**src/rtl/hazard_ctrl.sv**
```systemverilog
// ---------------------------------------------------------------------------
// hazard_ctrl
//   Stall / flush / bubble control for the FD, DX and XM pipeline registers
//   and the PC. Handles load-use hazards (DX load feeding an FD source),
//   taken-branch redirects from execute and data-memory wait. A small FSM
//   sequences the multi-cycle events; two saturating counters report
//   stall and flush activity.
//
//   All control outputs are combinational from the current state and
//   inputs and take effect at the next clk edge.
//
// Ports
//   clk, reset            core clock, synchronous active-high reset
//   fd_rs_addr_i          rs address of the FD instruction
//   fd_rd_addr_i          rd address of the FD instruction
//   fd_reads_rs_i         FD instruction reads rs
//   fd_reads_rd_i         FD instruction reads rd as a source
//   dx_rd_addr_i          destination address of the DX instruction
//   dx_is_load_op_i       DX instruction is a load
//   x_branch_taken_i      execute resolved a taken branch/jump
//   mem_busy_i            data memory not ready, M stage holds
//   stall_pc_o..stall_xm_o  hold PC / FD / DX / XM
//   bubble_dx_o           load kNOP into DX (load-use bubble)
//   flush_fd_o/flush_dx_o load kNOP into FD / DX
//   mem_timeout_o         sticky: memory wait exceeded MEM_TIMEOUT cycles
//   stall_cnt_o           cycles with stall_pc_o=1, saturating
//   flush_cnt_o           cycles with flush_fd_o=1 outside reset, saturating
//   fsm_state             current FSM state (debug)
//
// Handshake: there is no valid/ready pair; every output is level-valid in
// every cycle and is consumed by the pipeline registers at the next edge.
// ---------------------------------------------------------------------------
module hazard_ctrl #(
   parameter int REG_W       = 5,
   parameter int MEM_TIMEOUT = 16,
   parameter int CNT_W       = 32
) (
   input  logic             clk,
   input  logic             reset,
   input  logic [REG_W-1:0] fd_rs_addr_i,
   input  logic [REG_W-1:0] fd_rd_addr_i,
   input  logic             fd_reads_rs_i,
   input  logic             fd_reads_rd_i,
   input  logic [REG_W-1:0] dx_rd_addr_i,
   input  logic             dx_is_load_op_i,
   input  logic             x_branch_taken_i,
   input  logic             mem_busy_i,
   output logic             stall_pc_o,
   output logic             stall_fd_o,
   output logic             stall_dx_o,
   output logic             stall_xm_o,
   output logic             bubble_dx_o,
   output logic             flush_fd_o,
   output logic             flush_dx_o,
   output logic             mem_timeout_o,
   output logic [CNT_W-1:0] stall_cnt_o,
   output logic [CNT_W-1:0] flush_cnt_o,
   output logic [1:0]       fsm_state
);

   localparam logic [1:0] RUN       = 2'd0;
   localparam logic [1:0] LU_BUBBLE = 2'd1;
   localparam logic [1:0] MEM_WAIT  = 2'd2;
   localparam logic [1:0] REDIRECT  = 2'd3;

   localparam int WAIT_W = (MEM_TIMEOUT > 2) ? $clog2(MEM_TIMEOUT) : 1;
   localparam logic [WAIT_W-1:0] WAIT_LAST = WAIT_W'(MEM_TIMEOUT - 1);

   logic [1:0]        state;
   logic [1:0]        state_next;
   logic [WAIT_W-1:0] wait_cnt;
   logic              lu_hit;

   // Address 0 is treated like any other register.
   assign lu_hit = dx_is_load_op_i &
                   ((fd_reads_rs_i & (fd_rs_addr_i == dx_rd_addr_i)) |
                    (fd_reads_rd_i & (fd_rd_addr_i == dx_rd_addr_i)));

   assign fsm_state = state;

   // Priority: reset > mem_busy > branch > load-use.
   // REDIRECT ignores branch and lu_hit because DX already holds kNOP;
   // LU_BUBBLE masks lu_hit so the bubble lasts exactly one cycle.
   always_comb begin
      stall_pc_o  = 1'b0;
      stall_fd_o  = 1'b0;
      stall_dx_o  = 1'b0;
      stall_xm_o  = 1'b0;
      bubble_dx_o = 1'b0;
      flush_fd_o  = 1'b0;
      flush_dx_o  = 1'b0;
      state_next  = RUN;
      if (reset) begin
         // Fill FD and DX with kNOP while reset is held.
         flush_fd_o = 1'b1;
         flush_dx_o = 1'b1;
      end else if (mem_busy_i) begin
         stall_pc_o = 1'b1;
         stall_fd_o = 1'b1;
         stall_dx_o = 1'b1;
         stall_xm_o = 1'b1;
         state_next = MEM_WAIT;
      end else if ((state != REDIRECT) && x_branch_taken_i) begin
         flush_fd_o = 1'b1;
         flush_dx_o = 1'b1;
         state_next = REDIRECT;
      end else if ((state != REDIRECT) && (state != LU_BUBBLE) && lu_hit) begin
         stall_pc_o  = 1'b1;
         stall_fd_o  = 1'b1;
         bubble_dx_o = 1'b1;
         state_next  = LU_BUBBLE;
      end
   end

   always_ff @(posedge clk) begin
      if (reset) begin
         state         <= RUN;
         wait_cnt      <= '0;
         mem_timeout_o <= 1'b0;
         stall_cnt_o   <= '0;
         flush_cnt_o   <= '0;
      end else begin
         state <= state_next;

         // wait_cnt counts consecutive busy cycles; it parks at WAIT_LAST
         // once the timeout fires so it cannot wrap during a long wait.
         if (mem_busy_i) begin
            if (wait_cnt == WAIT_LAST) begin
               mem_timeout_o <= 1'b1;
            end else begin
               wait_cnt <= wait_cnt + WAIT_W'(1);
            end
         end else begin
            wait_cnt <= '0;
         end

         if (stall_pc_o && (stall_cnt_o != {CNT_W{1'b1}})) begin
            stall_cnt_o <= stall_cnt_o + CNT_W'(1);
         end
         if (flush_fd_o && (flush_cnt_o != {CNT_W{1'b1}})) begin
            flush_cnt_o <= flush_cnt_o + CNT_W'(1);
         end
      end
   end

endmodule

```
**config.mk**
```make
export PLATFORM = sky130hd
export DESIGN_NAME = hazard_ctrl
export DESIGN_NICKNAME = d
export VERILOG_FILES = /design/src/rtl/hazard_ctrl.sv
export SDC_FILE = /design/constraint.sdc
export NUM_CORES = 1
export LEC_CHECK = 0
export ABC_AREA = 0
export CORE_ASPECT_RATIO = 1.75
export CORE_MARGIN = 2
export CORE_UTILIZATION = 53
export DETAILED_ROUTE_END_ITERATION = 10
export PLACE_DENSITY = 0.86
export SLEW_MARGIN = 40
export SYNTH_ARGS = -nofsm -noshare
export SYNTH_HDL_FRONTEND = slang
export SYNTH_SLANG_ARGS = --single-unit
```
**constraint.sdc**
```tcl
create_clock -name clk -period 5.4 [get_ports clk]
set_input_delay 1.08 -clock clk [delete_from_list [all_inputs] [get_ports clk]]
set_output_delay 1.08 -clock clk [all_outputs]
set_load 0.1 [all_outputs]
```
## Word level (Yosys, flattened, before mapping)

Index checks and enable logic that the tools add are counted.
Widths: inputs -> output; s select.

- Output and inout bits: 74
- Flip-flop bits (word level): 71
- Input bits: 22

- Mux-type cells: 14
- Reduce and logical (&&, ||, !) cells: 8
- Add/subtract/negate cells: 3
- Eq/ne operators: 7
- Bitwise gates (word level): 5

Operators by type and width:

| cell | count |
|---|---|
| $add 32x1->32 const B | 2 |
| $ne 32x32->1 const B | 2 |
| $mux 1 | 12 |
| $eq 5x5->1 | 2 |
| $logic_and 1x1->1 | 5 |
| $add 4x1->4 const B | 1 |
| $eq 4x4->1 const B | 1 |
| $mux 2 | 2 |
| $reduce_or 2->1 | 2 |
| $and 1x1->1 | 3 |
| $ne 2x1->1 const B | 1 |
| $ne 2x2->1 const B | 1 |
| $reduce_and 2->1 | 1 |
| $not 1->1 | 1 |
| $or 1x1->1 | 1 |

## Logic depth before layout (Yosys ltp)

- Word-level depth: 10
- Depth in mapped cells: 10
- Mapped depth without buffers: 7

## Least setup slack after synthesis

Ideal clock, no wire load.

- Kind: input port to output port
- Start point: input dx_rd_addr_i[4]
- End point: output bubble_dx_o
- Path buffers: 0
- Setup slack: 580 ps
- Stages: 4
- Data arrival time: 3740 ps
- Required time: 4320 ps
- Path through: xor2_1 > nor4_4 > a22oi_1 > nor3_1

- Cells in the longest elaborated chain, start to end: 9
- Elaborated cells between the ends (all ways): 11
- Those cells by class: eq/ne: 2; mux: 4; bitwise: 4; reduce/logical: 1

RTL lines:

| what | RTL line | RTL |
|---|---|---|
| start, declared | 44 | `input logic [REG_W-1:0] dx_rd_addr_i,` |
| $eq 5x5->1, on equally long branches | 76, 77 |  |
| $and 1x1->1, on equally long branches | 76, 77 |  |
| $or 1x1->1 (*) | 76 | `((fd_reads_rs_i & (fd_rs_addr_i == dx_rd_addr_i)) \|` |
| $and 1x1->1 (*) | 75 | `assign lu_hit = dx_is_load_op_i &` |
| $logic_and 1x1->1 (*) | 107 | `end else if ((state != REDIRECT) && (state != LU_BUBBLE) && lu_hit) begin` |
| $mux 1 (*) | 107 |  |
| $mux 1 (*) | 103 | `end else if ((state != REDIRECT) && x_branch_taken_i) begin` |
| $mux 1 (*) | 97 | `end else if (mem_busy_i) begin` |
| $mux 1 (*) | 93 | `if (reset) begin` |
| end, declared | 52 | `output logic bubble_dx_o,` |

Mark *: on every way between the ends. The rest lies on a longest branch, timed or not.

## Worst setup path in the final report

- Start point: input dx_rd_addr_i[4]
- End point: output stall_fd_o

- Cells in the longest elaborated chain, start to end: 9
- Elaborated cells between the ends (all ways): 11
- Those cells by class: eq/ne: 2; mux: 4; bitwise: 4; reduce/logical: 1

RTL lines:

| what | RTL line | RTL |
|---|---|---|
| $eq 5x5->1, on equally long branches | 76, 77 |  |
| $and 1x1->1, on equally long branches | 76, 77 |  |
| $or 1x1->1 (*) | 76 |  |
| $and 1x1->1 (*) | 75 |  |
| $logic_and 1x1->1 (*) | 107 |  |
| $mux 1 (*) | 107 |  |
| $mux 1 (*) | 103 |  |
| $mux 1 (*) | 97 |  |
| $mux 1 (*) | 93 |  |
| end, declared | 49 | `output logic stall_fd_o,` |

Marked as above.

==> summary.md <==
| Metric | Value |
|---|---|
| Outcome | finished clean |
| Clock transition at path regs | 0.05 ns |
| Fillers | 603 |
| Cell variety after synth | 50 |
| Tmin final | 3.83 ns |
| Max Slew Vio Count | 0 |
| Max-cap violations | 0 |
| ANT cells | 0 |
| Pin count of the biggest net entering global routing | 63 |
| Core area | 0.00681 mm2 |
| DP HPWL | 6.98 mm |
| Detailed-route via count | 3642 |
| Hold Path End | mem_timeout_o |
| Average cell area after synthesis | 8.42 um2 |
| Final setup viols | 0 |
| PnR Total Power | 0.00124 W |
| Clock Skews | 0.00418 ns |
| Antenna Nets Post-Route | 0 |
| Top cell type's share of synthesized area | 0.384 |
| Vias per inst | 5.91 |
| Worst reg2reg path startpoint | stall_cnt_o[0] |
| Mapped Nets | 465 |
| CTS tree | built |
| Area Growth Syn to Fin | 24.6% |
| DRT iter0 DRCs | 263 |
| Routed len/inst | 15.6 um |
| Initial antenna violation count | 0 |
| Routed WL | 9.63 mm |
| Clock buffer depth | 2 |
| Worst Path Required | 4.32 ns |
| Part of the cycle the worst path needs | 0.709 |
| R2R depth | 5 |
| Grt ovf | 0 |
| Path type of the worst min-delay path | register to register |
| # DRC | 0 |
| Cell taking the most area after synthesis | dfxtp_1 |
| Starting Density | 0.544 |
| CP max FO | 3 |
| Final Hold Violating Endpoints | 0 |
| Nets | 552 |
| Post-synth top cells | 71 x dfxtp_1, 51 x nor2_1, 31 x nand3_1 |
| VDD IR max | 0.000262 V |
| Fin util | 0.679 |
| Seq cells post-synth | 71 |
| Worst-Margin Slew | 0.626 ns |
| Worst rel slew slack | 0.583 |
| Routability cong. | 0.831 |
| Hold depth | 2 |
| Number of H-tree levels | 3 |
| Top Ports | 96 |
| Worst-Skew Late Latency | 0.33 ns |
| Cts hold-fix bufs | 0 |
| Fin Setup TNS | 0 ns |
| R2r endpoint | stall_cnt_o[23] |
| All-Layer GR Usage | 0.265 |
| Most frequently used flop master after synthesis | dfxtp_1 |
| Die Y | 115 um |
| First-pass GRT wire length | 15.8 mm |
| Max Fclk | 261 MHz |
| Leakage power | 1.83 nW |
| IO Port Bufs | 95 |
| Share of cells above drive strength 1 | 0.203 |
| DIE AREA | 0.00770 mm2 |
| Startpoint Class | input pin |
| Cell count after synthesis | 440 |
| Share of synthesized registers carrying an async set or reset | 0 |
| Clk root buf | clkbuf_16 |
| HP Start | mem_timeout_o |
| Post-synthesis sequential area ratio | 0.384 |
| Resize count post-CTS | 0 |
| Post-synth EDFFs | 0 |
| Die W | 67.2 um |
| Top-count cell post-synth | dfxtp_1 |
| 1st-pass router iterations | 5 |
| Top cells by area, synth | dfxtp_1 38%, xor2_1 6.4%, nor2_1 5.2% |
| Critical path class | input pin to output pin |
| Vias in the first global route | 3485 |
| Cells after DPL | 600 |
| Clock Sinks | 71 |
| Yosys warnings | 0 |
| Crit. End Element | output pin |
| Setup bufs post-CTS | 0 |
| Post-route insts no fill | 616 |
| Mapped Area | 0.00371 mm2 |
| Worst Path Arrival | 2.75 ns |
| Unrepaired setup endpoints after global routing | no |
| Num rows | 40 |
| Reg2reg setup slack | 3.12 ns |
| Pwr dens | 268 mW/mm2 |
| Total clock buffers created by CTS | 9 |
[layout make-up]
class	instances	area [um2]	share of cell area
clock buffers	12	246	0.0534
clock inverters	4	45.0	0.00975
inverters	12	45.0	0.00975
multi-input cells	334	2130	0.462
flip-flops and latches	71	1420	0.308
well taps	84	105	0.0228
repair buffers	99	623	0.135
[kinds of logic (layout without fill, tap and decap cells)]
kind of cell / after synthesis / in the layout / share of synthesized area
XOR/XNOR: 41 / 41 / 0.0969
multiplexers: 9 / 9 / 0.0267
flip-flops: 71 / 71 / 0.384
AND/OR/NAND/NOR: 218 / 218 / 0.329
AO/OA/AOI/OAI: 63 / 63 / 0.111
adder cells (fa/ha/maj): 3 / 3 / 0.0101
buffers and inverters: 35 / 127 / 0.0422
[metrics by stage]
step / instance area [um2] / setup slack (ns) / hold WS, ns
2_1_floorplan: 3710 / 0.580 / 0.488
3_3_place_gp: 4660 / 1.61 / 0.467
3_5_place_dp: 4330 / 1.58 / 0.454
4_1_cts: 4620 / 1.57 / 0.466
5_1_grt: 4620 / 1.47 / 0.491
6_report: 4620 / 1.57 / 0.460
[cell usage in the layout, fill, tap and decap left out, drive strengths merged, types with 13 or more instances in the layout]
cell type / netlist / routed
nand3: 32 / 32
dfxtp: 71 / 71
clkdlybuf4s50: 0 / 20
o21ai: 14 / 14
buf: 9 / 79
a21oi: 22 / 22
nand2: 24 / 24
nor2: 52 / 52
xor2: 27 / 27
xnor2: 14 / 14
nand4: 25 / 25
nor3: 13 / 13
or3: 14 / 14
[sequential cells by signal, indices dropped and copies added (netlist names)]
signal         flops
flush_cnt_o       32
stall_cnt_o       32
wait_cnt           4
fsm_state          2
mem_timeout_o      1
[power by group]
part,internal (W),total (W),switching [W]
logic,0.0000339,0.000123,0.0000889
registers,0.000529,0.000535,0.00000660
clock network,0.000368,0.000581,0.000214
total,0.000930,0.00124,0.000309
[worst max path at each step]
stage | start | endpoint | slack, ns | depth (start not counted)
after floorplan | dx_rd_addr_i[4] | bubble_dx_o | 0.58 | 4
after global placement | dx_rd_addr_i[4] | stall_pc_o | 1.61 | 7
after detailed placement | dx_rd_addr_i[4] | stall_fd_o | 1.58 | 7
after CTS | dx_rd_addr_i[4] | stall_fd_o | 1.57 | 7
after global routing | dx_rd_addr_i[4] | bubble_dx_o | 1.47 | 6
final | dx_rd_addr_i[4] | stall_fd_o | 1.57 | 7
[routing by layer]
layer | vias up | routed length [um] | track usage
met2 | 104 | 5330 | 0.476
li1 | 1775 | - | -
met4 | 0 | 318 | 0.151
met3 | 30 | 423 | 0.0492
met5 | - | 0 | 0
met1 | 1733 | 3560 | 0.277
[worst max-delay path: stages]
cell,delay [ns]
clkdlybuf4s50_1,0.46
xor2_1,0.21
nor4_4,0.34
a22o_4,0.21
a21oi_4,0.06
inv_2,0.09
buf_4,0.29
Note: power is estimated with default switching activity, not from simulation.
